--- src/rtl/etc_pkg.sv ---
// Shared definitions for the two-lane Epass checker arbiter: FSM encoding, lane count, lane index width.
package etc_pkg;
  localparam int NUM_LANES = 2;
  localparam int LANE_W    = 1;

  typedef enum logic [1:0] {
    ST_IDLE  = 2'd0,
    ST_START = 2'd1,
    ST_WAIT  = 2'd2,
    ST_RESP  = 2'd3
  } state_t;

  function automatic logic [NUM_LANES-1:0] lane_onehot(input logic [LANE_W-1:0] lane);
    lane_onehot = '0;
    lane_onehot[lane] = 1'b1;
  endfunction
endpackage

--- src/rtl/etc_timeout_timer.sv ---
// Checker response timer: counts while enabled, expire flags the last allowed cycle (TIMEOUT_CYC-1).
// Combinational expire, one-cycle clear; no backpressure.
module etc_timeout_timer #(
  parameter int TIMEOUT_CYC = 50000
) (
  input  logic clk,
  input  logic reset,
  input  logic clear,
  input  logic enable,
  output logic expire
);
  localparam int CW = ($clog2(TIMEOUT_CYC) < 1) ? 1 : $clog2(TIMEOUT_CYC);
  localparam logic [CW-1:0] LAST = CW'(TIMEOUT_CYC - 1);

  logic [CW-1:0] count;

  assign expire = enable && (count == LAST);

  always_ff @(posedge clk or posedge reset) begin
    if (reset) begin
      count <= '0;
    end else if (clear) begin
      count <= '0;
    end else if (enable && !expire) begin
      count <= count + CW'(1);
    end
  end
endmodule

--- src/rtl/etc_epass_arbiter.sv ---
// Round-robin arbiter sharing one Epass checker between two toll lanes; all outputs registered.
// Request to chk_start is one cycle, lane_done follows the checker answer by one cycle; a silent checker is cut off by timeout.
module etc_epass_arbiter
  import etc_pkg::*;
#(
  parameter int TIMEOUT_CYC = 50000,
  parameter int WIDTH_CNT   = 16
) (
  input  logic                 clk,
  input  logic                 reset,
  input  logic                 enable,
  input  logic [1:0]           lane_req,
  output logic [1:0]           lane_gnt,
  output logic [1:0]           lane_done,
  output logic [1:0]           lane_pass,
  output logic                 chk_start,
  output logic                 chk_lane,
  input  logic                 chk_valid,
  input  logic                 chk_ok,
  output logic                 timeout,
  output logic [WIDTH_CNT-1:0] pass_cnt,
  output logic [WIDTH_CNT-1:0] fail_cnt
);
  state_t              state, state_nxt;
  logic [LANE_W-1:0]   rr, rr_nxt;
  logic [LANE_W-1:0]   sel_nxt;
  logic [1:0]          gnt_nxt, done_nxt, pass_nxt;
  logic                start_nxt, tmo_nxt;
  logic [WIDTH_CNT-1:0] pass_cnt_nxt, fail_cnt_nxt;
  logic                tmr_clr, tmr_en, tmr_expire;

  etc_timeout_timer #(.TIMEOUT_CYC(TIMEOUT_CYC)) u_timer (
    .clk    (clk),
    .reset  (reset),
    .clear  (tmr_clr),
    .enable (tmr_en),
    .expire (tmr_expire)
  );

  always_ff @(posedge clk or posedge reset) begin
    if (reset) state <= ST_IDLE;
    else       state <= state_nxt;
  end

  always_comb begin
    state_nxt    = state;
    rr_nxt       = rr;
    sel_nxt      = chk_lane;
    gnt_nxt      = lane_gnt;
    done_nxt     = 2'b00;
    pass_nxt     = lane_pass;
    start_nxt    = 1'b0;
    tmo_nxt      = 1'b0;
    pass_cnt_nxt = pass_cnt;
    fail_cnt_nxt = fail_cnt;
    tmr_clr      = 1'b0;
    tmr_en       = 1'b0;
    case (state)
      ST_IDLE: begin
        if (enable && (lane_req != 2'b00)) begin
          // rr only breaks ties; a lone requester wins outright
          sel_nxt   = (lane_req == 2'b11) ? rr : LANE_W'(lane_req[1]);
          gnt_nxt   = lane_onehot(sel_nxt);
          start_nxt = 1'b1;
          state_nxt = ST_START;
        end
      end
      ST_START: begin
        tmr_clr   = 1'b1;
        state_nxt = ST_WAIT;
      end
      ST_WAIT: begin
        tmr_en = 1'b1;
        if (chk_valid) begin
          done_nxt           = lane_onehot(chk_lane);
          pass_nxt[chk_lane] = chk_ok;
          if (chk_ok) pass_cnt_nxt = pass_cnt + WIDTH_CNT'(1);
          else        fail_cnt_nxt = fail_cnt + WIDTH_CNT'(1);
          state_nxt = ST_RESP;
        end else if (tmr_expire) begin
          done_nxt           = lane_onehot(chk_lane);
          pass_nxt[chk_lane] = 1'b0;
          fail_cnt_nxt       = fail_cnt + WIDTH_CNT'(1);
          tmo_nxt            = 1'b1;
          state_nxt          = ST_RESP;
        end
      end
      ST_RESP: begin
        gnt_nxt   = 2'b00;
        rr_nxt    = ~chk_lane;
        state_nxt = ST_IDLE;
      end
      default: state_nxt = ST_IDLE;
    endcase
  end

  always_ff @(posedge clk or posedge reset) begin
    if (reset) begin
      rr        <= '0;
      chk_lane  <= 1'b0;
      lane_gnt  <= 2'b00;
      lane_done <= 2'b00;
      lane_pass <= 2'b00;
      chk_start <= 1'b0;
      timeout   <= 1'b0;
      pass_cnt  <= '0;
      fail_cnt  <= '0;
    end else begin
      rr        <= rr_nxt;
      chk_lane  <= sel_nxt;
      lane_gnt  <= gnt_nxt;
      lane_done <= done_nxt;
      lane_pass <= pass_nxt;
      chk_start <= start_nxt;
      timeout   <= tmo_nxt;
      pass_cnt  <= pass_cnt_nxt;
      fail_cnt  <= fail_cnt_nxt;
    end
  end
endmodule

--- config.mk ---
export PLATFORM = sky130hd
export DESIGN_NAME = etc_epass_arbiter
export DESIGN_NICKNAME = d
export VERILOG_FILES = /design/src/rtl/etc_pkg.sv /design/src/rtl/etc_timeout_timer.sv /design/src/rtl/etc_epass_arbiter.sv
export SDC_FILE = /design/constraint.sdc
export NUM_CORES = 1
export LEC_CHECK = 0
export ABC_AREA = 1
export CAP_MARGIN = 20
export CORE_UTILIZATION = 50
export CTS_CLUSTER_DIAMETER = 200
export DETAILED_ROUTE_END_ITERATION = 7
export PLACE_DENSITY = 0.74
export SLEW_MARGIN = 20
export SYNTH_ARGS = -nofsm -noshare
export SYNTH_HDL_FRONTEND = slang
export SYNTH_SLANG_ARGS = --single-unit
--- constraint.sdc ---
create_clock -name clk -period 2.15 [get_ports clk]
set_input_delay 0.215 -clock clk [delete_from_list [all_inputs] [get_ports clk]]
set_output_delay 0.215 -clock clk [all_outputs]
set_load 0.05 [all_outputs]
# Yosys cells after proc, flatten, opt, wreduce, memory -nomap -nowiden

Index checks and enable logic that the tools add are counted.

Add/subtract/negate cells: 3
Order comparisons: 4
Equality and inequality tests: 8
Multiplexer cells: 29
Bitwise gates (word level): 3
Reductions and logical operators: 17

Operators by type and width:

| operator                                                             | number |
|---|---|
| 16-bit 2-to-1 mux                                                    | 5 |
| 16-bit by 1-bit adder with 16-bit output, second input constant      | 3 |
| 2-bit 2-to-1 mux                                                     | 9 |
| 16-bit == test, second input constant                                | 1 |
| 1-bit 2-to-1 mux                                                     | 10 |
| 2-bit case mux with 4 select lines                                   | 1 |
| 2-bit AND reduction                                                  | 4 |
| 2-bit nonzero test                                                   | 4 |
| 2-bit == test, second input constant                                 | 3 |
| 3-bit AND reduction                                                  | 2 |
| 1-bit logical AND                                                    | 5 |
| 1-bit by 2-bit < comparator with 1-bit output, second input constant | 2 |
| 2-bit != test, second input constant                                 | 2 |
| 2-bit case mux with 2 select lines                                   | 1 |
| 3-bit by 2-bit != test with 1-bit output, second input constant      | 1 |
| 2-bit bitwise AND                                                    | 1 |
| 2-bit bitwise mux                                                    | 1 |
| 1-bit demux with 1-bit select                                        | 2 |
| 2-bit by 1-bit == test with 1-bit output, second input constant      | 1 |
| 1-bit greater-or-equal comparator, second input constant             | 2 |
| 2-bit zero test                                                      | 1 |
| 2-bit inverter                                                       | 1 |
| 1-bit zero test                                                      | 1 |
| 1-bit inverter                                                       | 1 |

Register bits after elaboration: 60
Bits of input ports: 7
Output and inout port bits: 41
Logic and storage cells: 75

# Logic depth before layout (Yosys ltp)

Gate-level depths: netlist of the first run.

Depth after elaboration: 8
Mapped depth: 11
Depth with buffers taken out: 10

# Modules after synthesis

A second synthesis of the first run with hierarchy kept.

Cells, all modules: 447
Area total of the unflattened synthesis: 3420.8 µm²

Modules (own cells, without submodules):

| module            | times used | cells an instance | area an instance (µm²) | sequential area each (µm²) |
|---|---|---|---|---|
| etc_epass_arbiter | 1          | 285               | 2328.5                 | 1101.1 |
| etc_timeout_timer | 1          | 162               | 1092.3                 | 400.4 |

# Least setup slack after synthesis of the first run

No wires, ideal clock.

Path kind: flip-flop to flip-flop
Start: register fail_cnt[1]
End: register fail_cnt[10]
Library setup time: 0.120 ns
Data arrival time: 1.580 ns
Required time: 2.030 ns
Slack: 0.451 ns
Stages on the path, launching flop included: 9
Cells stage by stage: dfrtp_1 > ha_1 > nand3_1 > nor2_1 > nand2_1 > nor2_1 > nand3_1 > nand2_1 > nand2_1

Word-level cells in the longest chain between the ends: 3

Ends and longest elaborated chain:

| element                                      | RTL line                                         | text |
|---|---|---|
| from (decl)                                  | etc_epass_arbiter.sv:22                          | `output logic [WIDTH_CNT-1:0] fail_cnt` |
| from (signal assigned)                       | etc_epass_arbiter.sv:117                         | `fail_cnt <= fail_cnt_nxt;` |
| 16-bit by 1-bit adder with 16-bit output (*) | etc_epass_arbiter.sv:78, etc_epass_arbiter.sv:83 |  |
| 16-bit 2-to-1 mux, on equally long branches  | etc_epass_arbiter.sv:80, etc_epass_arbiter.sv:77 |  |
| 16-bit 2-to-1 mux (*)                        | etc_epass_arbiter.sv:74                          | `if (chk_valid) begin` |

Every way passes the cells marked *; elsewhere a longest branch is shown, timed or not. The select of a mux whose other input is x is not followed.
A chain may end at the register's enable or synchronous reset.

# Worst setup path in the final report of the first run

Start: register fail_cnt[2]
End: output port fail_cnt[2]

No word-level cell between the ends.

==> results.txt, run 1 <==
The power per standard cell area came out at 936 nW/µm². Leaving out fill and tap cells, the most frequent cells in the layout are sky130_fd_sc_hd__nand2_1 (155), sky130_fd_sc_hd__dfrtp_1 (60), sky130_fd_sc_hd__nor2_1 (55). The number of rows created at floorplan is 30. The via count came out at 3153. The post-synthesis net count is 486.

The final number of setup-violating endpoints is 0. Counting flops and latches in the post-synthesis netlist gives 60. The floorplan die area is 7400 µm². During synthesis, Yosys emitted a total of 0 warnings. The endpoint required time on the critical path came out at 1.93 ns. The number of setup buffers added after CTS is 0. The synthesized netlist occupies a cell area of 3530 µm². The tool flagged a number of max-cap violations equal to 0. The pin count of the biggest net entering global routing is 61. The number of buffer and inverter stages on the critical path is 1. Walking the worst path, the cells encountered are clkdlybuf4s50_1. The number of distinct standard cells referenced by the synthesized netlist is 34.

The mean number of vias per cell came out at 5.06. Summed over all failing endpoints, the final setup total negative slack is 0 ns. The library cell used most frequently in the layout, excluding fill and tap cells, is sky130_fd_sc_hd__nand2_1.

The leakage power figure came out at 2.01 nW. The vertical extent of the die is 86.1 µm. The first-pass iteration count of the detailed router came out at 4. The post-route antenna net violation count came out at 0.

The initial standard-cell utilization of the core is 0.520. 48 I/O pins were placed. The area growth from synthesis to layout is 21.9%. The tightest hold margin came out at 0.246 ns. The longest clock path from root to sink contains 2 buffers. The part of the cycle the worst path needs is 0.863. In this run the clock root is driven by a sky130_fd_sc_hd__clkbuf_8. The maximum clock skew at final layout is 0.00695 ns. The clock slew seen by the registers of the worst setup and hold paths came out at 0.07 ns. The overall overflow remaining after global route is 0. The count of buffers added on input and output ports is 47. The slowest stage of the critical path is the sky130_fd_sc_hd__clkdlybuf4s50_1 cell. The synthesized design contains 0 enable-type register cells. The maximum operating frequency is 539 MHz. The number of pins exceeding their max-slew limit in the final report is 0. The clock sink count is 60. The clock latency reported for the late side of the worst-skew pair is 0.33 ns. The placer congestion estimate came out at 0.879. The number of DRC markers in iteration 0 came out at 217. In this run the standard cell core region covers 6790 µm². Setup repair after global routing left no endpoint under its margin. The longest individual stage delay on the worst path came out at 0.84 ns.

The number of fill cells came out at 589. STA classifies the critical path endpoint as an output pin. Total power for the finished layout comes to 0.00403 W. In the synthesized netlist the dominant register cell turns out to be sky130_fd_sc_hd__dfrtp_1. TritonCTS built the clock tree. The shortest clock period the worst path allows after layout came out at 1.86 ns. The nature of the critical path startpoint is a register. The fraction of layout instances using a drive strength above 1 is 0.0778.

Averaged over all synthesized cells, the footprint is 7.50 µm². The final antenna diode count came out at 0. Gates resized during post-CTS repair numbered 0. The data arrival time at the worst-slack endpoint came out at 1.64 ns. The max-slew headroom at the worst pin is 0.659. The wire length of the first global-routing pass is 13200 µm. The average wire per cell in the routed design came out at 11.8 µm.

The fraction of registers with async set/reset came out at 1.00. The total routed wirelength came out at 7380 µm. The die extent in x came out at 86.1 µm. The via count of the first global-routing pass is 2964. The worst path meets setup with 0.295 ns of slack. The transition time at the pin with the least slew margin came out at 0.510 ns. The initial antenna violation count is 0. The overall fraction of global-route tracks in use is 0.222. The half-perimeter wire length of the detailed placement result is 5400 µm. The worst-case vdd ir drop came out at 0.640 mV.

The tightest min-delay check is of the in2async type. Among cell families on the critical path, the largest total delay comes from buffers and inverters. The start-to-end type of the worst setup path is reg2out. The sequential-to-total area share from yosys stat is 0.425.

At the placement stage, the worst setup path has a slack of 0.408 ns. The H-tree level count is 3. Synthesis produced 471 cells. The post-detailed-route DRC marker count came out at 0. The highest fanout seen on the critical path came out at 7.

The hold violation count in the final report is 0. After the last flow step, the layout net total stands at 537. Buffers inserted during clock tree synthesis total 9. The flow ran to the end, and the final reports show no timing, DRC or antenna violations. Hold repair after CTS inserted 0 buffers.
[synth_stat cells, drive strengths merged (3+ instances only)]
master,count,area share
inv,48,0.051
o21ai,9,0.013
xor2,11,0.027
nand3,45,0.070
nand2,160,0.18
nor3,4,0.0057
clkbuf,3,0.0035
ha,8,0.028
buf,9,0.016
xnor2,13,0.032
dfrtp,60,0.43
nand4,30,0.055
nor2,59,0.070
[path summary, 6_finish.rpt]
| path | from | to | slack (ns) | cells past startpoint |
|---|---|---|---|---|
| max in group asynchronous | reset | u_timer.count[10] | 1.61 | 3 |
| min in group clk | pass_cnt[15] | pass_cnt[15] | 0.49 | 1 |
| hold / removal | reset | lane_gnt[1] | 0.25 | 3 |
| hold reg to reg | pass_cnt[15] | pass_cnt[15] | 0.49 | 1 |
| setup / recovery | fail_cnt[2] | fail_cnt[2] | 0.29 | 1 |
| setup reg to reg | u_timer.count[1] | lane_pass[0] | 0.43 | 9 |
[report_power, final]
part           leakage, nW  internal, W  switching (W)
combinational         1.10     0.000474        0.00104
clock                0.102     0.000595       0.000451
sequential           0.808      0.00129       0.000180
[metal layers]
layer,GRT usage,routed length (µm),up-vias
met5,0,0,-
met2,0.359,3470,53
met4,0.0955,118,0
met3,0.0385,252,12
met1,0.292,3540,1482
li1,-,-,1606
[logic make-up (layout without fill, tap and decap cells)]
group                      Yosys count  in the layout  share of synthesized area
and+or+nand+nor                    301            301                      0.384
buffers and inverters               61            117                     0.0719
DFF                                 60             60                      0.425
xor gates and xnor gates            24             24                     0.0595
AOI/OAI and AO/OA                   17             17                     0.0312
adders and majority gates            8              8                     0.0283
[stage by stage]
stage,area [µm²],std cells,utilization
final,4310,623,0.634
after global routing,4310,623,0.634
after CTS,4310,623,0.634
after detailed placement,4100,607,0.604
after global placement,4100,607,0.604
after floorplan,3530,471,-
[sequential cells by signal (all words and copies together) (netlist names), 2 cells and up]
register,cells
fail_cnt,16
pass_cnt,16
u_timer.count,16
lane_done,2
lane_gnt,2
lane_pass,2
state,2
[area by class of cell]
cell class,instances,area (µm²),share of cell area
multi-input combinational,350,1780,0.413
tap,96,120,0.0279
clock inverter,4,47.5,0.0110
sequential,60,1500,0.349
timing repair buffer,52,520,0.121
inverter,49,185,0.0430
clock buffer,12,155,0.0360
(Power assumes the default switching activity.)
==> inputs of run 2 (changes only) <==
--- a/config.mk
+++ b/config.mk
@@ -6,7 +6,6 @@
 export NUM_CORES = 1
 export LEC_CHECK = 0
 export ABC_AREA = 1
-export CAP_MARGIN = 20
 export CORE_UTILIZATION = 50
 export CTS_CLUSTER_DIAMETER = 200
 export DETAILED_ROUTE_END_ITERATION = 7
==> results of run 2 <==
Same layout as run 1: the final DEF is identical, and so are final timing and power.
